==> src/rtl/md_pkg.sv <==
// Shared encodings for the multiply/divide unit: operation codes, FSM states
// and small decode helpers used by the top level.
package md_pkg;

    typedef enum logic [2:0] {
        OP_MUL    = 3'b000,
        OP_MULH   = 3'b001,
        OP_MULHSU = 3'b010,
        OP_MULHU  = 3'b011,
        OP_DIV    = 3'b100,
        OP_DIVU   = 3'b101,
        OP_REM    = 3'b110,
        OP_REMU   = 3'b111
    } md_op_e;

    typedef enum logic [1:0] {
        ST_IDLE  = 2'b00,
        ST_CALC  = 2'b01,
        ST_FIXUP = 2'b10,
        ST_DONE  = 2'b11
    } md_state_e;

    function automatic logic is_div(input md_op_e op);
        return op[2];
    endfunction

    function automatic logic is_rem(input md_op_e op);
        return (op == OP_REM) || (op == OP_REMU);
    endfunction

    function automatic logic op1_signed(input md_op_e op);
        return (op == OP_MUL) || (op == OP_MULH) || (op == OP_MULHSU) ||
               (op == OP_DIV) || (op == OP_REM);
    endfunction

    function automatic logic op2_signed(input md_op_e op);
        return (op == OP_MUL) || (op == OP_MULH) ||
               (op == OP_DIV) || (op == OP_REM);
    endfunction

endpackage

==> src/rtl/muldiv_step.sv <==
// One radix-2 iteration on magnitudes: shift-add for multiply,
// restoring shift-subtract for divide. {hi, lo} is the shared working pair.
module muldiv_step #(
    parameter int W = 32
) (
    input  logic         div_i,
    input  logic [W-1:0] hi_i,
    input  logic [W-1:0] lo_i,
    input  logic [W-1:0] opb_i,
    output logic [W-1:0] hi_o,
    output logic [W-1:0] lo_o
);

    logic [W-1:0] addend;
    logic [W:0]   sum;
    logic [W:0]   shifted;
    logic [W-1:0] diff;
    logic         ge;

    always_comb begin
        addend  = lo_i[0] ? opb_i : '0;
        sum     = {1'b0, hi_i} + {1'b0, addend};
        shifted = {hi_i, lo_i[W-1]};
        // When the trial subtract succeeds the difference is below the
        // divisor, so W bits hold it without loss.
        diff    = shifted[W-1:0] - opb_i;
        ge      = shifted >= {1'b0, opb_i};
        if (div_i) begin
            hi_o = ge ? diff : shifted[W-1:0];
            lo_o = {lo_i[W-2:0], ge};
        end else begin
            hi_o = sum[W:1];
            lo_o = {sum[0], lo_i[W-1:1]};
        end
    end

endmodule

==> src/rtl/muldiv_unit.sv <==
// Iterative multiply/divide unit (RISC-V M semantics). Magnitudes are
// iterated for DATA_WIDTH cycles, signs are applied in a single fixup cycle.
module muldiv_unit
    import md_pkg::*;
#(
    parameter int DATA_WIDTH = 32,
    parameter int CNT_W      = $clog2(DATA_WIDTH) + 1
) (
    input  logic                  clk,
    input  logic                  rst_n,
    input  logic                  Start,
    input  logic [2:0]            MDctrl,
    input  logic [DATA_WIDTH-1:0] MDop1,
    input  logic [DATA_WIDTH-1:0] MDop2,
    input  logic                  Flush,
    output logic                  Busy,
    output logic                  Done,
    output logic [DATA_WIDTH-1:0] MDout
);

    localparam int W = DATA_WIDTH;
    localparam logic [W-1:0] MIN_NEG = {1'b1, {(W-1){1'b0}}};

    md_state_e      state_q, state_d;
    md_op_e         op_q, op_d;
    logic [CNT_W-1:0] cnt_q, cnt_d;
    logic [W-1:0]   hi_q, hi_d;
    logic [W-1:0]   lo_q, lo_d;
    logic [W-1:0]   opb_q, opb_d;
    logic           qneg_q, qneg_d;
    logic           rneg_q, rneg_d;
    logic [W-1:0]   mdout_q, mdout_d;

    md_op_e         op_in;
    logic           neg1, neg2;
    logic [W-1:0]   mag1, mag2;
    logic           div_zero, div_ovf;
    logic [W-1:0]   fast_res;

    logic [W-1:0]   step_hi, step_lo;
    logic [2*W-1:0] prod, prod_fix;
    logic [W-1:0]   quo_fix, rem_fix;
    logic [W-1:0]   fix_res;

    muldiv_step #(.W(W)) u_step (
        .div_i (is_div(op_q)),
        .hi_i  (hi_q),
        .lo_i  (lo_q),
        .opb_i (opb_q),
        .hi_o  (step_hi),
        .lo_o  (step_lo)
    );

    // Request decode: operand magnitudes and the single-cycle special cases.
    always_comb begin
        op_in    = md_op_e'(MDctrl);
        neg1     = op1_signed(op_in) & MDop1[W-1];
        neg2     = op2_signed(op_in) & MDop2[W-1];
        mag1     = neg1 ? -MDop1 : MDop1;
        mag2     = neg2 ? -MDop2 : MDop2;
        div_zero = is_div(op_in) && (MDop2 == '0);
        div_ovf  = is_div(op_in) && op2_signed(op_in) &&
                   (MDop1 == MIN_NEG) && (MDop2 == '1);
        if (is_rem(op_in)) begin
            fast_res = div_zero ? MDop1 : '0;
        end else begin
            fast_res = div_zero ? '1 : MDop1;
        end
    end

    always_comb begin
        prod     = {hi_q, lo_q};
        prod_fix = qneg_q ? -prod : prod;
        quo_fix  = qneg_q ? -lo_q : lo_q;
        rem_fix  = rneg_q ? -hi_q : hi_q;
        case (op_q)
            OP_MUL:                        fix_res = prod_fix[W-1:0];
            OP_MULH, OP_MULHSU, OP_MULHU:  fix_res = prod_fix[2*W-1:W];
            OP_DIV, OP_DIVU:               fix_res = quo_fix;
            default:                       fix_res = rem_fix;
        endcase
    end

    always_comb begin
        state_d = state_q;
        op_d    = op_q;
        cnt_d   = cnt_q;
        hi_d    = hi_q;
        lo_d    = lo_q;
        opb_d   = opb_q;
        qneg_d  = qneg_q;
        rneg_d  = rneg_q;
        mdout_d = mdout_q;
        case (state_q)
            ST_IDLE, ST_DONE: begin
                if (Flush) begin
                    state_d = ST_IDLE;
                end else if (Start) begin
                    op_d   = op_in;
                    qneg_d = neg1 ^ neg2;
                    rneg_d = neg1;
                    if (div_zero || div_ovf) begin
                        state_d = ST_DONE;
                        mdout_d = fast_res;
                    end else begin
                        state_d = ST_CALC;
                        cnt_d   = CNT_W'(W);
                        hi_d    = '0;
                        // Divide iterates the dividend through lo; multiply
                        // shifts the multiplier out of lo.
                        lo_d    = is_div(op_in) ? mag1 : mag2;
                        opb_d   = is_div(op_in) ? mag2 : mag1;
                    end
                end else begin
                    state_d = ST_IDLE;
                end
            end
            ST_CALC: begin
                if (Flush) begin
                    state_d = ST_IDLE;
                end else begin
                    hi_d  = step_hi;
                    lo_d  = step_lo;
                    cnt_d = cnt_q - CNT_W'(1);
                    if (cnt_q == CNT_W'(1)) begin
                        state_d = ST_FIXUP;
                    end
                end
            end
            ST_FIXUP: begin
                if (Flush) begin
                    state_d = ST_IDLE;
                end else begin
                    state_d = ST_DONE;
                    mdout_d = fix_res;
                end
            end
            default: state_d = ST_IDLE;
        endcase
    end

    always_ff @(posedge clk or negedge rst_n) begin
        if (!rst_n) begin
            state_q <= ST_IDLE;
            op_q    <= OP_MUL;
            cnt_q   <= '0;
            hi_q    <= '0;
            lo_q    <= '0;
            opb_q   <= '0;
            qneg_q  <= 1'b0;
            rneg_q  <= 1'b0;
            mdout_q <= '0;
        end else begin
            state_q <= state_d;
            op_q    <= op_d;
            cnt_q   <= cnt_d;
            hi_q    <= hi_d;
            lo_q    <= lo_d;
            opb_q   <= opb_d;
            qneg_q  <= qneg_d;
            rneg_q  <= rneg_d;
            mdout_q <= mdout_d;
        end
    end

    assign Busy  = (state_q == ST_CALC) || (state_q == ST_FIXUP);
    assign Done  = (state_q == ST_DONE);
    assign MDout = mdout_q;

endmodule

==> config.mk <==
export PLATFORM = sky130hd
export DESIGN_NAME = muldiv_unit
export DESIGN_NICKNAME = d
export VERILOG_FILES = /design/src/rtl/md_pkg.sv /design/src/rtl/muldiv_step.sv /design/src/rtl/muldiv_unit.sv
export SDC_FILE = /design/constraint.sdc
export NUM_CORES = 1
export LEC_CHECK = 0
export CAP_MARGIN = 20
export CORE_MARGIN = 2
export CORE_UTILIZATION = 55
export CTS_CLUSTER_DIAMETER = 100
export DETAILED_ROUTE_END_ITERATION = 7
export PLACE_DENSITY = 0.75
export SLEW_MARGIN = 20
export SYNTH_ARGS = -nofsm -noshare
export SYNTH_HDL_FRONTEND = slang
export SYNTH_SLANG_ARGS = --single-unit
==> constraint.sdc <==
create_clock -name clk -period 9.8 [get_ports clk]
set_input_delay 0.98 -clock clk [delete_from_list [all_inputs] [get_ports clk]]
set_output_delay 0.98 -clock clk [all_outputs]
set_load 0.02 [all_outputs]
# Word-level counts from Yosys, hierarchy flattened
# Index checks and enable logic that the tools add are counted.
[op_classes]
addsub = 8
order_cmp = 1
eq_ne = 23
n_mux = 42
bitwise_logic = 5
reduce_logical = 26
[op_table]
columns = ["op", "count"]
rows = [
  ["two-way mux 32 bit", 25],
  ["case mux 32 bit (2 select lines)", 3],
  ["negator 32 bit", 4],
  ["case mux 32 bit (3 select lines)", 1],
  ["== test 32 bit, second input constant", 2],
  ["two-way mux 64 bit", 1],
  ["negator 64 bit", 1],
  ["adder 32 x 32 -> 33 bit", 1],
  ["greater-or-equal comparator 33 x 32 -> 1 bit", 1],
  ["zero test 32 bit", 1],
  ["subtractor 32 bit", 1],
  ["two-way mux 6 bit", 4],
  ["== test 3 bit, second input constant", 5],
  ["two-way mux 2 bit", 6],
  ["inequality test 2 bit, second input constant", 6],
  ["case mux 6 bit (2 select lines)", 1],
  ["AND reduction 5 bit", 2],
  ["== test 3 x 2 -> 1 bit, second input constant", 3],
  ["logical OR 1 bit", 9],
  ["== test 3 x 1 -> 1 bit, second input constant", 2],
  ["== test 6 x 1 -> 1 bit, second input constant", 1],
  ["zero test 3 bit", 2],
  ["case mux 2 bit (3 select lines)", 1],
  ["subtractor 6 x 1 -> 6 bit, second input constant", 1],
  ["13 further kinds", 21],
]
[totals]
regBits = 141
inputBits = 71
output_inout_bits = 34
word_cells = 114

# Logic depth before layout (Yosys ltp)
[logic_depth]
word_depth = 12
depth_mapped = 15
ltp_nobuf = 14

# Modules after synthesis
# From an unflattened synthesis, not the netlist that was laid out.
[hier_totals]
hier_cells = 2179
hier_area_um2 = 16064.2
[modules_own_cells]
columns = ["module", "n_inst", "cells_per_inst", "area_per_inst_um2", "seq_area_each_um2"]
rows = [
  ["muldiv_unit", 1, 1497, 11374.7, 3528.4],
  ["muldiv_step", 1, 682, 4689.5, 0.0],
]

# Least setup slack after synthesis
# No wires, ideal clock.
[synth_timing]
path_type = "input to register"
start = "in MDop2[28]"
end = "reg hi_q[29]"
setup_ns = 0.131
arrival_time_ns = 3.546
required_time_ns = 9.669
setup_slack_ns = 6.122
path_stages = 11
path_buffers = 1
path_cell_list = "or4_4 -> or4b_4 -> nor4b_4 -> a41o_2 -> o21a_1 -> nor2_2 -> and2_4 -> buf_6 -> nand2b_1 -> mux2i_1 -> or3_1"
[synth_via]
elab_chain_len = 5
word_cells_on_any_way = 7
cone_classes = "2 x eq/ne; 5 x reduce/logical"
[synth_rtl]
columns = ["item", "line_no", "rtl"]
rows = [
  ["from (decl)", "muldiv_unit.sv:14", "input logic [DATA_WIDTH-1:0] MDop2,"],
  ["== test 32 bit or zero test 32 bit (tied branches)", "muldiv_unit.sv:63, muldiv_unit.sv:61", ""],
  ["logical AND 1 bit, on equally long branches", "muldiv_unit.sv:63, muldiv_unit.sv:61", ""],
  ["logical OR 1 bit *", "muldiv_unit.sv:102", "if (div_zero || div_ovf) begin"],
  ["inequality test 2 bit (no line) *", "n/a", ""],
  ["AND reduction 5 bit (no line) *", "n/a", ""],
  ["to (signal assigned)", "muldiv_unit.sv:157", "hi_q <= hi_d;"],
  ["to (decl)", "muldiv_unit.sv:27", "logic [W-1:0] hi_q, hi_d;"],
]
# Every way passes the cells marked *; elsewhere a longest branch is shown, timed or not.
# A chain may end at the register's enable or synchronous reset.

# Worst setup path after layout
[layout_timing]
start = "in MDctrl[2]"
end = "reg cnt_q[4]"
[layout_via]
elab_chain_len = 10
word_cells_on_any_way = 14
cone_classes = "4 x eq/ne; 10 x reduce/logical"
[layout_rtl]
columns = ["item", "line_no", "rtl"]
rows = [
  ["from (decl)", "muldiv_unit.sv:12", "input logic [2:0] MDctrl,"],
  ["== test 3 x 1 -> 1 bit or zero test 3 bit (tied branches)", "md_pkg.sv:37", "return (op == OP_MUL) || (op == OP_MULH) ||"],
  ["logical OR 1 bit (2 in series)", "md_pkg.sv:37", ""],
  ["logical OR 1 bit", "md_pkg.sv:38", "(op == OP_DIV) || (op == OP_REM);"],
  ["logical AND 1 bit (2 in series)", "muldiv_unit.sv:62", "div_ovf = is_div(op_in) && op2_signed(op_in) &&"],
  ["logical AND 1 bit", "muldiv_unit.sv:63", "(MDop1 == MIN_NEG) && (MDop2 == '1);"],
  ["logical OR 1 bit *", "muldiv_unit.sv:102", ""],
  ["inequality test 2 bit (no line) *", "n/a", ""],
  ["AND reduction 5 bit (no line) *", "n/a", ""],
  ["to (signal assigned)", "muldiv_unit.sv:156", "cnt_q <= cnt_d;"],
  ["to (decl)", "muldiv_unit.sv:26", "logic [CNT_W-1:0] cnt_q, cnt_d;"],
]
# Marks and branches as above.

==> reports/metrics.yaml <==
grt_util_met3: 0.0590
synth-xor-area-share: 0.108
reg2reg_slack_ns: 4.91
synth.distinct_cells: 77
use_met2: 0.574
vias: 15501
dieArea_sq_um: 28200
ir_drop_uv: 181
whs_path_depth: 2
die_w_um: 168
ys_seq_area_frac: 0.239
via_per_inst: 6.62
cts_tree: "yes"
end_kind: "register"
cp.arrival_ns: 5.45
netlist_instances: 1991
min_from: "MDout[27]"
dp.cells: 2311
synth-simple-area-share: 0.205
diodes: 0
synth_top_family_by_area: "compound AO/OA/AOI/OAI gates"
tightestPinTransition_ns: 1.08
routabilityCongestion: 1.01
leakagePower_nw: 6.92
grt_pass1_wl_um: 81800
use_met1: 0.521
syn-cell-area_sq_um: 14800
grt_max_degree: 74
rows: 60
cts_max_level: 4
maxSlewHeadroom: 0.277
min_period_ns: 5.11
clock_latency_ns: 0.45
track_usage: 0.367
io_buffers: 104
reg2reg_from: "lo_q[0]"
fin_crit_sh: 0.521
dr.first_iter.drc_count: 2031
die_h_um: 168
hold_buffers: 0
setup_viol: 0
hold_end: "MDout[27]"
design.core.area_sq_um: 26700
antenna_found_initial: 0
initial_core_util: 0.555
root_buffer: "clkbuf_16"
async_flop_share: 1.00
cp-start-kind: "input pin"
p_per_area_nw_per_um2: 341
synth_flop_cell: "dfrtp_1"
rsz0062_at_grt: "no"
outcome: "finished clean"
synth_edf_count: 0
ctsResizeCount: 0
area_growth_pct: 11.3
clock_sinks: 141
gr-total-overflow: 0
skew_ns: 0.0173
postCtsSetupBuffers: 0
cap_viol_max_count: 0
fmaxAchievable_ghz: 0.196
syn-num-nets: 2138
fin_tns_setup_ns: 0
cts_made_buffers: 17
synth_compound_area_frac: 0.285
drt-pass1-iter-count: 7
clk_pin_slew_worst_paths_ns: 0.07
ys_warn_count: 0
crit_type: "input pin to register"
cp_max_fo: 68
hpwl_um: 39000
drive_gt1_frac: 0.0565
cp_data_required_time_ns: 10.14
hold_class: "register to register"
r2r_cells: 13
busiest_layer: "met2"
nNetsFinal: 2136
ant_nets: 0
hold_viol_final: 0
io_pins: 105
synth.avg_cell_area_sq_um: 7.43
drv_slew: 0
clock_path_buffers: 2
fin_cells: 2341
synthAdderAreaFrac: 0.0673
drc: 0
timing.rr.end: "hi_q[30]"
grt_pass1_vias: 14543
ys_ff_latch: 141
routed_wirelength_um: 51800
wire_per_inst_um: 22.1
muxShareOfSynthArea: 0.0424
-- kinds of logic (layout without fill, tap and decap cells) --
group	Yosys count	after routing
mux	59	59
flops	141	141
compound gates	675	675
fa+ha+maj	79	79
simple gates	650	650
buf+inv	205	214
xor+xnor	182	182
-- per-stage QoR --
step | area [sq um] | utilization | power (mW) | hold slack, ns | setup slack [ns]
final | 16500 | 0.618 | 5.61 | 0.478 | 4.69
after global routing | 16500 | 0.618 | 5.99 | 0.506 | 4.36
after CTS | 16500 | 0.618 | 5.49 | 0.480 | 4.75
after detailed placement | 15800 | 0.594 | 4.75 | 0.466 | 4.29
after global placement | 15800 | 0.594 | 4.71 | 0.463 | 4.40
after floorplan | 14800 | - | 3.72 | 0.450 | 6.12
-- worst max-delay path by stage --
stage	cells after the start	endpoint	startpoint	slack [ns]
3_5_place_dp	12	cnt_q[4]	MDctrl[2]	4.29
2_1_floorplan	11	hi_q[29]	MDop2[28]	6.12
5_1_grt	12	hi_q[31]	MDctrl[2]	4.36
6_report	12	cnt_q[4]	MDctrl[2]	4.69
4_1_cts	12	cnt_q[4]	MDctrl[2]	4.75
3_3_place_gp	12	cnt_q[4]	MDctrl[2]	4.40
-- placed cells by master, fill, tap and decap left out, drive strengths merged, types with 9 or more instances in the layout --
| cell | n |
|---|---|
| and2 | 16 |
| o211ai | 10 |
| or4 | 16 |
| clkdlybuf4s50 | 102 |
| clkbuf | 18 |
| o21ai | 175 |
| xnor2 | 93 |
| a31oi | 27 |
| buf | 18 |
| nand3 | 34 |
| or3 | 13 |
| o221ai | 19 |
| mux2 | 29 |
| a22oi | 22 |
| o31ai | 41 |
| inv | 65 |
| a211oi | 38 |
| o41ai | 13 |
| nor2b | 9 |
| mux2i | 30 |
| nor3 | 50 |
| or2 | 12 |
| o21a | 14 |
| nor2 | 215 |
| nor4 | 20 |
| nand2 | 197 |
| dfrtp | 141 |
| a21oi | 203 |
| and3 | 10 |
| nand2b | 17 |
| ha | 74 |
| nand4 | 24 |
| xor2 | 89 |
| a21o | 42 |
-- cell usage after synthesis (all sizes together) (27+ instances only) --
library cell	instances	area share
nor2	215	0.055
a21oi	203	0.069
nand2	197	0.050
o21ai	175	0.059
dfrtp	141	0.24
clkbuf	124	0.032
xnor2	93	0.055
xor2	89	0.053
ha	74	0.063
inv	63	0.016
nor3	50	0.017
a21o	42	0.021
o31ai	41	0.021
a211oi	38	0.019
nand3	34	0.012
mux2i	30	0.020
mux2	29	0.022
a31oi	27	0.011
-- registers in the layout, indices dropped and copies added (netlist names) --
signal	flops
cnt_q	6
rneg_q	1
qneg_q	1
MDout	32
opb_q	32
hi_q	32
lo_q	32
state_q	2
op_q	3
-- metal layers --
metal | share of wire | wire length, um
met1 | 0.43 | 22300
met2 | 0.44 | 23000
met3 | 0.097 | 5010
met4 | 0.030 | 1550
met5 | 0 | 0
-- worst max-delay path, stage by stage --
cell     delay (ns)
buf_2          0.58
inv_1          0.58
or4b_4         0.69
nor4b_4        0.53
a41o_2         0.23
or2_2          0.11
buf_4          0.53
o21a_1         0.23
buf_4          0.50
nor3_1         0.12
a21o_1         0.17
a22o_1         0.17
-- power breakdown --
part / internal, mW / switching, mW / leakage [nW] / total (mW)
sequential: 0.821 / 0.425 / 1.77 / 1.25
combinational: 1.39 / 2.25 / 4.86 / 3.65
clock: 0.433 / 0.286 / 0.292 / 0.719
total: 2.65 / 2.96 / 6.92 / 5.61
-- cell type report --
| cell class | instances | area (sq um) |
|---|---|---|
| clock buffer | 18 | 439 |
| clock inverter | 12 | 185 |
| fill | 2419 | 10200 |
| inverter | 64 | 240 |
| multi-input combinational | 1645 | 10500 |
| sequential | 141 | 3530 |
| tap | 341 | 427 |
| timing repair buffer | 120 | 1160 |
(Power assumes the default switching activity.)
